**config.mk**
```make
export PLATFORM = sky130hd
export DESIGN_NAME = timer_ctrl_flat
export DESIGN_NICKNAME = d
export VERILOG_FILES = /design/src/rtl/timer_pkg.sv /design/src/rtl/timer_ctrl_if.sv /design/src/rtl/timer_prescaler.sv /design/src/rtl/timer_ctrl.sv /design/src/flat_wrapper.sv
export SDC_FILE = /design/constraint.sdc
export NUM_CORES = 1
export LEC_CHECK = 0
export CAP_MARGIN = 20
export CORE_MARGIN = 2
export CORE_UTILIZATION = 50
export CTS_CLUSTER_DIAMETER = 200
export DETAILED_ROUTE_END_ITERATION = 7
export GPL_ROUTABILITY_DRIVEN = 1
export PLACE_DENSITY = 0.72
export SYNTH_ARGS = -nofsm -noshare
export SYNTH_HDL_FRONTEND = slang
export SYNTH_SLANG_ARGS = --single-unit
```
**constraint.sdc**
```tcl
create_clock -name clock -period 2.7 [get_ports clock]
set_input_delay 0.54 -clock clock [delete_from_list [all_inputs] [get_ports clock]]
set_output_delay 0.54 -clock clock [all_outputs]
set_load 0.02 [all_outputs]
```
**src/rtl/timer_pkg.sv**
```systemverilog
`default_nettype none
// +--------------------------------------------------------------------------+
// | timer_pkg : shared state encoding and BCD load conversion for timer_ctrl  |
// | Revision  : 1.0                                                           |
// +--------------------------------------------------------------------------+
package timer_pkg;

  typedef enum logic [1:0] {
    ST_IDLE  = 2'd0,
    ST_RUN   = 2'd1,
    ST_PAUSE = 2'd2,
    ST_DONE  = 2'd3
  } state_e;

  localparam logic [5:0] MAX_VAL = 6'd59;

  // Values above 59 saturate so a bad operator entry still loads a legal mm/ss field.
  function automatic logic [7:0] bin2bcd(input logic [5:0] num);
    logic [5:0] v;
    logic [5:0] tens;
    logic [5:0] units;
    v     = (num > MAX_VAL) ? MAX_VAL : num;
    tens  = v / 6'd10;
    units = v % 6'd10;
    return {tens[3:0], units[3:0]};
  endfunction

endpackage
`default_nettype wire

```
**src/rtl/timer_ctrl_if.sv**
```systemverilog
`default_nettype none
// +--------------------------------------------------------------------------+
// | timer_ctrl_if : operator strobes, datapath flags and datapath commands    |
// | Revision      : 1.0                                                       |
// +--------------------------------------------------------------------------+
interface timer_ctrl_if;
  import timer_pkg::*;

  logic [5:0] num;
  logic       get_min;
  logic       get_sec;
  logic       start;
  logic       pause;
  logic       clear;
  logic       fast;
  logic       up;
  logic       cnt_zero;
  logic       cnt_max;
  logic [7:0] ld_digits;
  logic       ld_min;
  logic       ld_sec;
  logic       cnt_en;
  logic       cnt_up;
  logic       cnt_clr;
  logic       led;
  state_e     state;

  modport master (
    output num, get_min, get_sec, start, pause, clear, fast, up, cnt_zero, cnt_max,
    input  ld_digits, ld_min, ld_sec, cnt_en, cnt_up, cnt_clr, led, state
  );

  modport slave (
    input  num, get_min, get_sec, start, pause, clear, fast, up, cnt_zero, cnt_max,
    output ld_digits, ld_min, ld_sec, cnt_en, cnt_up, cnt_clr, led, state
  );
endinterface
`default_nettype wire

```
**src/rtl/timer_prescaler.sv**
```systemverilog
`default_nettype none
// +--------------------------------------------------------------------------+
// | timer_prescaler : tick divider with hold, sync clear and fast select      |
// | Revision        : 1.0                                                     |
// +--------------------------------------------------------------------------+
module timer_prescaler
  import timer_pkg::*;
#(
  parameter int TICK_DIV = 100_000_000,
  parameter int FAST_DIV = 1_000_000
) (
  input  wire logic clock,
  input  wire logic reset,
  input  wire logic i_en,
  input  wire logic i_clr,
  input  wire logic i_fast,
  output logic      o_tick
);

  localparam int MAX_DIV = (TICK_DIV > FAST_DIV) ? TICK_DIV : FAST_DIV;
  localparam int CW      = $clog2(MAX_DIV);
  localparam logic [CW-1:0] TICK_LAST = CW'(TICK_DIV - 1);
  localparam logic [CW-1:0] FAST_LAST = CW'(FAST_DIV - 1);

  logic [CW-1:0] r_cnt;
  logic [CW-1:0] w_last;

  // >= rather than == so a switch to the short divisor mid-count still ticks.
  assign w_last = i_fast ? FAST_LAST : TICK_LAST;
  assign o_tick = i_en && (r_cnt >= w_last);

  always_ff @(posedge clock or negedge reset) begin
    if (!reset) begin
      r_cnt <= '0;
    end else if (i_clr || o_tick) begin
      r_cnt <= '0;
    end else if (i_en) begin
      r_cnt <= r_cnt + 1'b1;
    end
  end

endmodule
`default_nettype wire

```
**src/rtl/timer_ctrl.sv**
```systemverilog
`default_nettype none
// +--------------------------------------------------------------------------+
// | timer_ctrl : kitchen-timer sequencer - edge detect, FSM, command strobes  |
// | Revision   : 1.0                                                          |
// +--------------------------------------------------------------------------+
module timer_ctrl
  import timer_pkg::*;
#(
  parameter int TICK_DIV = 100_000_000,
  parameter int FAST_DIV = 1_000_000
) (
  input  wire logic   clock,
  input  wire logic   reset,
  timer_ctrl_if.slave bus
);

  state_e     r_state;
  logic [7:0] r_ld_digits;
  logic       r_ld_min;
  logic       r_ld_sec;
  logic       r_cnt_en;
  logic       r_cnt_up;
  logic       r_cnt_clr;
  logic       r_led;
  logic       r_prev_min;
  logic       r_prev_sec;
  logic       r_prev_start;
  logic       r_prev_pause;
  logic       r_prev_clear;

  logic w_min_e;
  logic w_sec_e;
  logic w_start_e;
  logic w_pause_e;
  logic w_clr_e;
  logic w_load;
  logic w_ps_en;
  logic w_ps_clr;
  logic w_tick;
  logic w_start_term;
  logic w_run_term;

  assign w_min_e   = bus.get_min & ~r_prev_min;
  assign w_sec_e   = bus.get_sec & ~r_prev_sec;
  assign w_start_e = bus.start   & ~r_prev_start;
  assign w_pause_e = bus.pause   & ~r_prev_pause;
  assign w_clr_e   = bus.clear   & ~r_prev_clear;
  assign w_load    = w_min_e | w_sec_e;

  assign w_start_term = bus.up ? bus.cnt_max : bus.cnt_zero;
  assign w_run_term   = r_cnt_up ? bus.cnt_max : bus.cnt_zero;

  // The prescaler holds on the cycle RUN is left so a resume continues from that count.
  assign w_ps_en  = (r_state == ST_RUN) && !w_pause_e && !w_clr_e;
  assign w_ps_clr = w_clr_e || ((r_state == ST_IDLE) && w_start_e && !w_load);

  timer_prescaler #(
    .TICK_DIV (TICK_DIV),
    .FAST_DIV (FAST_DIV)
  ) u_prescaler (
    .clock  (clock),
    .reset  (reset),
    .i_en   (w_ps_en),
    .i_clr  (w_ps_clr),
    .i_fast (bus.fast),
    .o_tick (w_tick)
  );

  always_ff @(posedge clock or negedge reset) begin
    if (!reset) begin
      r_state      <= ST_IDLE;
      r_ld_digits  <= '0;
      r_ld_min     <= 1'b0;
      r_ld_sec     <= 1'b0;
      r_cnt_en     <= 1'b0;
      r_cnt_up     <= 1'b0;
      r_cnt_clr    <= 1'b0;
      r_led        <= 1'b0;
      r_prev_min   <= 1'b0;
      r_prev_sec   <= 1'b0;
      r_prev_start <= 1'b0;
      r_prev_pause <= 1'b0;
      r_prev_clear <= 1'b0;
    end else begin
      r_prev_min   <= bus.get_min;
      r_prev_sec   <= bus.get_sec;
      r_prev_start <= bus.start;
      r_prev_pause <= bus.pause;
      r_prev_clear <= bus.clear;
      r_ld_min     <= 1'b0;
      r_ld_sec     <= 1'b0;
      r_cnt_en     <= 1'b0;
      r_cnt_clr    <= 1'b0;
      if (w_clr_e) begin
        r_state   <= ST_IDLE;
        r_cnt_clr <= 1'b1;
        r_led     <= 1'b0;
      end else begin
        case (r_state)
          ST_IDLE: begin
            if (w_load) begin
              r_ld_min    <= w_min_e;
              r_ld_sec    <= w_sec_e;
              r_ld_digits <= bin2bcd(bus.num);
            end else if (w_start_e) begin
              r_cnt_up <= bus.up;
              if (w_start_term) begin
                r_state <= ST_DONE;
                r_led   <= 1'b1;
              end else begin
                r_state <= ST_RUN;
              end
            end
          end
          ST_RUN: begin
            if (w_pause_e) begin
              r_state <= ST_PAUSE;
            end else if (w_tick) begin
              if (w_run_term) begin
                r_state <= ST_DONE;
                r_led   <= 1'b1;
              end else begin
                r_cnt_en <= 1'b1;
              end
            end
          end
          ST_PAUSE: begin
            if (w_pause_e || w_start_e) begin
              r_state <= ST_RUN;
            end
          end
          ST_DONE: begin
            if (w_load) begin
              r_ld_min    <= w_min_e;
              r_ld_sec    <= w_sec_e;
              r_ld_digits <= bin2bcd(bus.num);
              r_state     <= ST_IDLE;
              r_led       <= 1'b0;
            end else if (w_start_e) begin
              r_state <= ST_IDLE;
              r_led   <= 1'b0;
            end
          end
          default: r_state <= ST_IDLE;
        endcase
      end
    end
  end

  assign bus.ld_digits = r_ld_digits;
  assign bus.ld_min    = r_ld_min;
  assign bus.ld_sec    = r_ld_sec;
  assign bus.cnt_en    = r_cnt_en;
  assign bus.cnt_up    = r_cnt_up;
  assign bus.cnt_clr   = r_cnt_clr;
  assign bus.led       = r_led;
  assign bus.state     = r_state;

endmodule
`default_nettype wire

```
**src/flat_wrapper.sv**
```systemverilog
// flat-port wrapper written by rule: the top's interface ports become plain ports
module timer_ctrl_flat import timer_pkg::*;
#(
  parameter int TICK_DIV = 100_000_000,
  parameter int FAST_DIV = 1_000_000
)
  (clock, reset, bus_num, bus_get_min, bus_get_sec, bus_start, bus_pause, bus_clear, bus_fast, bus_up, bus_cnt_zero, bus_cnt_max, bus_ld_digits, bus_ld_min, bus_ld_sec, bus_cnt_en, bus_cnt_up, bus_cnt_clr, bus_led, bus_state);
  timer_ctrl_if bus_i ();
  input  wire logic clock;
  input  wire logic reset;
  input wire logic [$bits(bus_i.num)-1:0] bus_num;
  input wire logic [$bits(bus_i.get_min)-1:0] bus_get_min;
  input wire logic [$bits(bus_i.get_sec)-1:0] bus_get_sec;
  input wire logic [$bits(bus_i.start)-1:0] bus_start;
  input wire logic [$bits(bus_i.pause)-1:0] bus_pause;
  input wire logic [$bits(bus_i.clear)-1:0] bus_clear;
  input wire logic [$bits(bus_i.fast)-1:0] bus_fast;
  input wire logic [$bits(bus_i.up)-1:0] bus_up;
  input wire logic [$bits(bus_i.cnt_zero)-1:0] bus_cnt_zero;
  input wire logic [$bits(bus_i.cnt_max)-1:0] bus_cnt_max;
  output wire logic [$bits(bus_i.ld_digits)-1:0] bus_ld_digits;
  output wire logic [$bits(bus_i.ld_min)-1:0] bus_ld_min;
  output wire logic [$bits(bus_i.ld_sec)-1:0] bus_ld_sec;
  output wire logic [$bits(bus_i.cnt_en)-1:0] bus_cnt_en;
  output wire logic [$bits(bus_i.cnt_up)-1:0] bus_cnt_up;
  output wire logic [$bits(bus_i.cnt_clr)-1:0] bus_cnt_clr;
  output wire logic [$bits(bus_i.led)-1:0] bus_led;
  output wire logic [$bits(bus_i.state)-1:0] bus_state;
  assign bus_i.num = bus_num;
  assign bus_i.get_min = bus_get_min;
  assign bus_i.get_sec = bus_get_sec;
  assign bus_i.start = bus_start;
  assign bus_i.pause = bus_pause;
  assign bus_i.clear = bus_clear;
  assign bus_i.fast = bus_fast;
  assign bus_i.up = bus_up;
  assign bus_i.cnt_zero = bus_cnt_zero;
  assign bus_i.cnt_max = bus_cnt_max;
  assign bus_ld_digits = bus_i.ld_digits;
  assign bus_ld_min = bus_i.ld_min;
  assign bus_ld_sec = bus_i.ld_sec;
  assign bus_cnt_en = bus_i.cnt_en;
  assign bus_cnt_up = bus_i.cnt_up;
  assign bus_cnt_clr = bus_i.cnt_clr;
  assign bus_led = bus_i.led;
  assign bus_state = bus_i.state;
  timer_ctrl #(.TICK_DIV(TICK_DIV), .FAST_DIV(FAST_DIV)) u_core (.clock(clock), .reset(reset), .bus(bus_i));
endmodule
```
* After elaboration in Yosys (flattened, before gate mapping)
Cells that the tools add are included.
** Word-level totals
- Input port bits :: 17
- Word-level logic and storage cells :: 103
- Register bits after elaboration :: 48
- Output and inout port bits :: 16
** Cells by class
- $add $sub $neg :: 1
- Div/mod/pow operators :: 2
- Bitwise logic cells :: 13
- Mux-type cells :: 39
- Reductions and logical operators :: 19
- Magnitude comparators :: 2
- Equal/unequal tests :: 13
** Operators by type and width (number)
- two-way mux 27 bit :: 3
- adder 27 x 1 -> 27 bit, second input constant :: 1
- >= comparator 27 bit :: 1
- two-way mux 1 bit :: 23
- two-way mux 2 bit :: 10
- inequality test 3 x 1 -> 1 bit, second input constant :: 4
- inequality test 4 x 1 -> 1 bit, second input constant :: 2
- case mux 2 bit (4 select lines) :: 1
- AND reduction 8 bit :: 1
- inverter 1 bit :: 7
- divider 6 x 4 -> 6 bit, second input constant :: 1
- greater-than comparator 6 bit, second input constant :: 1
- modulo 6 x 4 -> 6 bit, second input constant :: 1
- two-way mux 6 bit :: 1
- inequality test 3 x 2 -> 1 bit, second input constant :: 2
- AND reduction 6 bit :: 1
- bitwise AND 1 bit :: 5
- logical AND 1 bit :: 5
- equality test 2 bit, second input constant :: 2
- inequality test 4 x 2 -> 1 bit, second input constant :: 1
- AND reduction 4 bit :: 1
- nonzero test 4 bit :: 1
- logical NOT 1 bit :: 3
- logical OR 1 bit :: 3
- 8 further kinds :: 8

* Depth between registers and ports, before layout
- Depth after elaboration :: 10
- Mapped depth :: 11
- Mapped depth without buffers :: 10

* By module
A second synthesis with hierarchy kept.
** Unflattened totals
- Cell total of the unflattened synthesis :: 319
- Area, all modules :: 2995.4 µm²
** Modules (own cells, without submodules)
- timer_prescaler :: cells an instance 189, sequential area each 675.6 µm², times used 1, area an instance 1742.9 µm²
- timer_ctrl :: cells an instance 130, sequential area each 500.5 µm², times used 1, area an instance 1252.5 µm²

* Least setup slack after synthesis
No wires, ideal clock.
- Path type :: input -> register
- Start point :: input bus_num[3]
- End point :: register u_core.r_ld_digits[2], in the netlist u_core.bus.ld_digits[2]
- Library setup time :: 0.082 ns
- Buffers on the path :: 1
- Cell stages on the path :: 11
- Setup slack :: 0.115 ns
- Arrival :: 2.503 ns
- Data required time :: 2.618 ns
- Path through :: clkbuf_1 -> inv_1 -> ha_1 -> a21o_1 -> a22o_1 -> a21oi_1 -> nand2b_1 -> ha_1 -> o21bai_1 -> o21bai_1 -> a31oi_1
** On the way
- Longest elaborated chain between the ends :: 3
** RTL lines
- start, declared :: RTL line flat_wrapper.sv:11 : input wire logic [$bits(bus_i.num)-1:0] bus_num;
- greater-than comparator 6 bit :: RTL line timer_pkg.sv:22 : v = (num > MAX_VAL) ? MAX_VAL : num;
- two-way mux 6 bit (*) :: RTL line timer_pkg.sv:22
- modulo 6 x 4 -> 6 bit (*) :: RTL line timer_pkg.sv:24 : units = v % 6'd10;
- end signal, assigned :: RTL line timer_ctrl.sv:104 : r_ld_digits <= bin2bcd(bus.num);
- end signal, assigned :: RTL line timer_ctrl.sv:136 : r_ld_digits <= bin2bcd(bus.num);
- end, declared :: RTL line timer_ctrl.sv:18 : logic [7:0] r_ld_digits;
Mark *: on every way between the ends. The rest lies on a longest branch, timed or not.
A chain may end at the register's enable or synchronous reset.

* Worst setup path in the final report
- Start point :: input bus_fast
- End point :: register u_core.r_state[1], in the netlist u_core.bus.state[1]
** On the way
- Longest elaborated chain between the ends :: 5
** RTL lines
- start, declared :: RTL line flat_wrapper.sv:17 : input wire logic [$bits(bus_i.fast)-1:0] bus_fast;
- two-way mux 27 bit :: RTL line timer_prescaler.sv:29 : assign w_last = i_fast ? FAST_LAST : TICK_LAST;
- >= comparator 27 bit :: RTL line timer_prescaler.sv:30 : assign o_tick = i_en && (r_cnt >= w_last);
- logical AND 1 bit :: RTL line timer_prescaler.sv:30
- inequality test 4 x 2 -> 1 bit (no source line)
- AND reduction 6 bit (no source line)
- end signal, assigned :: RTL line timer_ctrl.sv:71 : r_state <= ST_IDLE;
- end signal, assigned :: RTL line timer_ctrl.sv:95 : r_state <= ST_IDLE;
- end signal, assigned :: RTL line timer_ctrl.sv:108 : r_state <= ST_DONE;
- end, declared :: RTL line timer_ctrl.sv:17 : state_e r_state;
No other way between the ends.

==> summary.txt <==
Drt
  – Vias per cell: ~5.5
  – DRC viols: 0
  – Remaining antenna violation count: 0
  – Routed via count: approximately 2500
  – Initial DRC Count: approximately 110
  – Drt pass-1 iters: 4
  – Post-Route WL: 6.21 mm
  – DR WL/cell: around 14 um

Setup path
  – Crit. Startpoint: bus_fast
  – Critical Path Sink Type: register
  – R2R Path End: u_core.u_prescaler.r_cnt[25]$_DFFE_PN0P_
  – Critical Path RT: roughly 2900 ps
  – Top delay family on crit path: simple AND/OR/NAND/NOR gates
  – Worst r2r path cells: 9
  – Crit-path max FO: 10
  – Cell repeated most along the worst path: buf_4
  – Critical path startpoint category: input pin
  – Worst path depth: 10
  – Crit path largest cell delay: about 430 ps
  – R2R Setup Slk: about 200 ps
  – Worst path cell trace: clkdlybuf4s50_1 -> buf_4 -> ha_1 -> nand4_1 -> nor4b_2 -> o311ai_1 -> nor3b_2 -> buf_4 -> or2_2 -> o221ai_1
  – Worst-path cell with the longest stage delay: clkdlybuf4s50_1
  – Setup CP Type: in -> reg
  – Worst Path Arrival: about 2800 ps
  – Buf/Inv on CP: 3
  – Worst R2R Start: u_core.bus.state[1]$_DFFE_PN0P_

Timing
  – Setup TNS: 0 ps
  – Final setup viols: 0
  – Period utilization: between 90% and 100%
  – F_max: approximately 380 MHz
  – Hold Vio Cnt, Final: 0
  – Clk_skew: 5.03 ps
  – Worst slew pin tran: approximately 540 ps
  – Final Critical Period: 2600 ps
  – Slew HR: a little under two thirds
  – Max-slew violations: 0

Yosys
  – Warnings from Yosys: 0
  – Number of distinct library cells after synthesis: 64
  – Syn Std Cell Area: a little over 3000 um2
  – Asr flop ratio synth: 100%
  – Synth Instances: 328
  – Largest cells by area after synthesis: dfrtp_1 39%, ha_1 8.7%, nor2_1 5.5%
  – Yosys reg bits: 47
  – Number of flops mapped to enable cells by yosys: 0
  – Mean post-synth cell area: between 9 and 10 um2
  – Dominant synthesized flop cell: dfrtp_1
  – Sequential element share of the synthesized area: between 30 and 40%
  – Cell taking the most area after synthesis: dfrtp_1
  – Area share of the largest cell type after synthesis: about two fifths
  – Synthesized Nets: 366

Power and ir drop
  – IR drop worst, VDD: ~0.57 mV
  – P_leak: 1.60 nW
  – Power Dens Cells: roughly 600 nW/um2

Cells and area
  – Max reg flops: 27
  – Nets: about 420
  – # diodes: 0
  – Fillers: 518
  – Syn-to-layout area delta: 21.6%
  – Largest Register: u_core.u_prescaler.r_cnt
  – Post-route cell area: approximately 3700 um2
  – Share of post-route cells with drive strength above 1: between 10% and 20%

Clock network
  – Clock transition at path regs: approximately 90 ps
  – Skew-Pair Late Insertion Delay: roughly 300 ps
  – CTS buffer count: 5
  – Resize count post-CTS: 0
  – H-tree depth: 2
  – Clock sinks: 47
  – CTS max path bufs: 2
  – CTS root buf: clkbuf_8
  – TritonCTS clock tree: yes
  – Hold buffer count at cts: 0
  – Post-CTS Setup Bufs: 0

Placement
  – Buffers on Ports: 31
  – RD Place Congestion: approximately 0.80
  – DPL Wire Length: approximately 4.7 mm
  – DP Area: about 3500 um2

Floorplanning
  – Die extent in x: just over 80 um
  – Die Area: 6680 um2
  – Rows: 28
  – Height of the chip: 81.7 um
  – Core Area: 5890 um2
  – # IOs: 33
  – Initial core utilization: approximately 51%

GRT
  – Number of global-route vias before repair: 2459
  – Global-route wire length before repair: roughly 11 mm
  – Overflow after GRT: 0
  – Largest net degree at the start of global routing: 33
  – Antenna violations before repair: 0
  – Total Routing Usage GR: between 20 and 25%

Min path
  – HP Class: in -> async

Run status
  – Status: finished, final reports clean

Run
  – Total of max-cap violations: 0
## worst reg2reg max path, delay by kind of cell, from the launching register on
family | cells | cell delay [ps]
flip-flops | 1 | 470
adder cells (fa/ha/maj) | 1 | 220
buffers and inverters | 3 | 400
AND/OR/NAND/NOR | 2 | 190
XOR/XNOR | 1 | 150
AO/OA/AOI/OAI | 2 | 960
## worst max path at each step
stage                                           to  slack [ps]
4_1_cts            u_core.bus.state[1]$_DFFE_PN0P_          50
6_report           u_core.bus.state[1]$_DFFE_PN0P_         100
5_1_grt            u_core.bus.state[1]$_DFFE_PN0P_         -80
3_5_place_dp       u_core.bus.state[1]$_DFFE_PN0P_        -260
2_1_floorplan  u_core.bus.ld_digits[2]$_DFFE_PN0P_         120
3_3_place_gp       u_core.bus.state[1]$_DFFE_PN0P_        -190
## per-layer routing
metal | GRT usage (%) | part of all wire, % | up-vias
li1 | - | - | 1267
met1 | 27.0 | 47 | 1199
met2 | 35.8 | 50 | 37
met3 | 3.63 | 3.0 | 4
met4 | 3.67 | 0.43 | 0
met5 | 0 | 0 | -
## final cells by class
type / count / area (um2) / share of cell area [%]
timing repair buffer: 53 / 483 / 13.1
sequential: 47 / 1180 / 32.0
tap: 75 / 93.8 / 2.55
multi-input combinational: 258 / 1770 / 48.1
inverter: 13 / 48.8 / 1.33
clock inverter: 1 / 7.51 / 0.204
clock buffer: 7 / 96.3 / 2.62
## through the flow
step           utilization [%]  cells  setup slack, ps  power [mW]  hold slack (ps)
4_1_cts                   61.7    454             46.4        2.27              151
2_1_floorplan                -    328              115        1.44              244
3_3_place_gp              59.9    446             -185        1.77              468
6_report                  62.4    454             98.8        2.26              143
3_5_place_dp              59.9    446             -265        1.78              481
5_1_grt                   62.4    454            -79.5        2.41              164
## cell usage after synthesis, types with 2 or more instances
master / instances
a211oi_1: 2
nand2b_1: 8
nand3_1: 14
a31oi_1: 5
nor2_2: 2
inv_1: 13
nand4_1: 8
dfrtp_1: 47
xnor2_1: 13
or3_1: 4
o2bb2ai_1: 2
o211ai_1: 2
buf_6: 2
nor2b_1: 5
and4_2: 2
nor3_1: 12
o21bai_1: 3
o311ai_0: 2
a2111oi_4: 2
mux2i_1: 3
nor2_1: 44
or4_1: 2
clkbuf_1: 3
ha_1: 21
and2_1: 2
nand2_1: 26
buf_2: 3
and3_1: 3
o21ai_0: 9
and4_1: 2
nor4_1: 3
xor2_1: 12
a21oi_1: 16
## placed cells by master (no fill, tap or decap), types with 3 or more instances in the layout
| master | n |
|---|---|
| or3_1 | 4 |
| a21oi_1 | 15 |
| clkbuf_8 | 7 |
| o21ai_0 | 9 |
| inv_1 | 13 |
| dfrtp_1 | 47 |
| nand2b_1 | 7 |
| nand2_1 | 26 |
| mux2i_1 | 3 |
| xor2_1 | 12 |
| nand3_1 | 14 |
| nand4_1 | 8 |
| clkdlybuf4s50_1 | 30 |
| nor2b_1 | 5 |
| nor2_1 | 44 |
| a31oi_1 | 5 |
| nor3_1 | 11 |
| buf_4 | 21 |
| and3_1 | 3 |
| xnor2_1 | 13 |
| o21bai_1 | 3 |
| ha_1 | 20 |
## where the power goes
part	switching, mW	internal (mW)	total [mW]
sequential	0.0720	0.804	0.876
combinational	0.498	0.412	0.909
clock	0.243	0.233	0.476
total	0.812	1.45	2.26
## kinds of logic (layout without fill, tap and decap cells)
kind of cell               after synthesis  count (layout)  share of synthesized area, %
other                                    1               1                         0.124
xor gates and xnor gates                25              25                          7.25
adders and majority gates               21              21                          8.70
and+or+nand+nor                        147             147                          24.9
buffers and inverters                   23              74                          3.93
DFF                                     47              47                          38.9
AOI/OAI and AO/OA                       60              60                          14.8
muxes                                    4               4                          1.37
No activity file was read; power rests on OpenSTA's default activity.
==> patch: new RTL, same flow settings <==
Make the reset (`reset`) synchronous in 2 clocked blocks.
--- a/src/rtl/timer_prescaler.sv
+++ b/src/rtl/timer_prescaler.sv
@@ -29,7 +29,7 @@
   assign w_last = i_fast ? FAST_LAST : TICK_LAST;
   assign o_tick = i_en && (r_cnt >= w_last);
 
-  always_ff @(posedge clock or negedge reset) begin
+  always_ff @(posedge clock) begin
     if (!reset) begin
       r_cnt <= '0;
     end else if (i_clr || o_tick) begin
--- a/src/rtl/timer_ctrl.sv
+++ b/src/rtl/timer_ctrl.sv
@@ -66,7 +66,7 @@
     .o_tick (w_tick)
   );
 
-  always_ff @(posedge clock or negedge reset) begin
+  always_ff @(posedge clock) begin
     if (!reset) begin
       r_state      <= ST_IDLE;
       r_ld_digits  <= '0;
Check against the original RTL: differs if reset is asserted again (counterexample within 4 cycles, from zero or initial values and one cycle with reset low); with reset held inactive, the same outputs for 10 cycles.
==> patch against the original RTL <==
Via count up 3.2%; largest cell class unchanged; critical path depth shrank 1; worst hold slack gained 0.29 ns; core utilization is 1.0 points higher; design area fell by 4.9%; worst setup slack got worse by 0.016 ns; sequential cell count unchanged; synthesized area down 5.4%; first-iteration DRC count is 21% lower; routed wire length is 0.32% higher; critical endpoint is now u_core.u_prescaler.r_cnt[0]; highest routed layer unchanged.
Power is not compared: it rests on default switching activity, and its combinational part moved more than twofold at a synthesized area within 25%.
==> patch: results (changes against the original RTL) <==
place:
  port_buffers: 31  # unchanged
  dpl.cell_count: 456  # +2.2%
  dp_hpwl_um: 4780  # +2.4%
  place_area_sq_um: 3390  # -3.8%
  gp_routability_congestion: 0.861  # +7.0%
  post-place-ws_ns: -0.332  # -0.0674 ns
synthesis:
  synth-compound-area-share_pct: 15.7  # +0.84 points
  synth.avg_cell_area_sq_um: 8.46  # -8.2%
  ys_seq_area_share_pct: 32.9  # -6.0 points
  synth_area_leaders: "dfxtp_1 33%, ha_1 8.8%, nor2_1 5.8%, xnor2_1 3.7%, xor2_1 3.7%"
  synthTopCellsByCount: "47 x dfxtp_1, 44 x nor2_1, 27 x nand2_1"
  syn-num-nets: 375  # +2.5%
  yosys_warnings: 0  # unchanged
  async_flop_share_pct: 0  # -100 points
  ys.flop_type: "dfxtp_1"
  synth_xor_xnor_area_share_pct: 7.35  # +0.11 points
  synth.distinct_cells: 61  # -4.7%
  muxShareOfSynthArea_pct: 1.40  # +0.034 points
  synth_adder_area_share_pct: 8.75  # +0.057 points
drt:
  wl_met3_um: 240  # +30%
  maxUsedRoutingLayer: "met4"
  drt_iter0_markers: 84  # -21%
  wl_met2_um: 2940  # -4.8%
  wire_per_inst_um: 13.4  # -1.8%
  drt-met1-wl_um: 2990  # +2.9%
  vias_per_cell: 5.58  # +0.97%
layout:
  layout-drive-gt1-share_pct: 13.5  # -0.20 points
  instances_no_fill: 464  # +2.2%
  nets: 428  # +2.9%
  fillers: 470  # -9.3%
  largest_register_ffs: 27  # unchanged
  finish.instance_area_sq_um: 3490  # -4.9%
clock_tree:
  cts_root_buffer: "clkbuf_8"
  cts_htree_levels: 2  # unchanged
  clk_path_buf_depth: 2  # unchanged
  cts.reportedPaths.clkPinSlew_ns: 0.08
  postCtsSetupRepairBufs: 0  # unchanged
  cts_buffers: 5  # unchanged
critical_path:
  slowest_delay_ns: 0.49  # +0.06 ns
  worstPathArrival_ns: 2.85  # +0.04 ns
  crit_slowest_cell: "or4_1"
  cp_max_fo: 10  # unchanged
global_route:
  grtUsageTotal_pct: 21.0  # +0.44 points
  antenna_found_initial: 0  # unchanged
  grt_pass1_vias: 2509  # +2.0%
  grt_max_degree: 25  # -24%
  grt_pass1_wl_um: 10800  # -1.1%
hold_path:
  hold_path.class: "register to register"
run_status:
  status: "completed"
pwr:
  max-vdd-ir-drop_uv: 318
  power_leakage_nw: 1.40
sta:
  finClkSkew_ns: 0.00983  # +0.00480 ns
==> patch: final cells by class <==
type | count | area share [%]
Clock buffer | 5 | 1.97
Timing Repair Buffer | 58 | 14.7
Clock inverter | 3 | 0.430
Multi-Input combinational cell | 268 | 52.2
Tap cell | 72 | 2.58
Inverter | 11 | 1.18
Sequential cell | 47 | 26.9
==> patch: critical path: cells and delay by family <==
family / cells / cell delay, ns
simple gates: 1 / 0.49
compound gates: 4 / 0.70
buf+inv: 3 / 0.85
fa+ha+maj: 1 / 0.26
==> patch: where the power goes <==
part / total, mW / switching [mW] / internal, mW
Clock: 0.418 / 0.240 / 0.178
Sequential: 0.732 / 0.0157 / 0.717
Combinational: 0.343 / 0.181 / 0.162
Total: 1.49 / 0.437 / 1.06
==> patch: routing by layer <==
layer	up-vias	track usage, %
li1	1310	-
met1	1234	26.7
met2	36	35.7
met3	7	4.75
met4	0	5.34
met5	-	0
==> patch: what timing repair did <==
| action | in CTS | in global routing |
|---|---|---|
| gates resized for setup | 1 | 2 |
| cloned | 0 | 0 |
| pin swaps | 0 | 1 |
| endpoints found under the setup margin | 2 | 25 |
==> patch: final timing paths <==
check                                         start                      endpoint  slack [ns]  depth (start not counted)
worst max-delay path                       bus_fast   u_core.u_prescaler.r_cnt[0]        0.08                          9
worst min-delay path              u_core.r_prev_min             u_core.bus.ld_min        0.43                          1
worst max register to register  u_core.bus.state[0]  u_core.u_prescaler.r_cnt[11]        0.43                          7
worst min register to register    u_core.r_prev_min             u_core.bus.ld_min        0.43                          1
==> patch: logic make-up after synthesis <==
kind of cell / Yosys count
AO/OA/AOI/OAI: 61
flip-flops: 47
other: 1
AND/OR/NAND/NOR: 158
multiplexers: 4
XOR/XNOR: 24
buffers and inverters: 23
adder cells (fa/ha/maj): 20
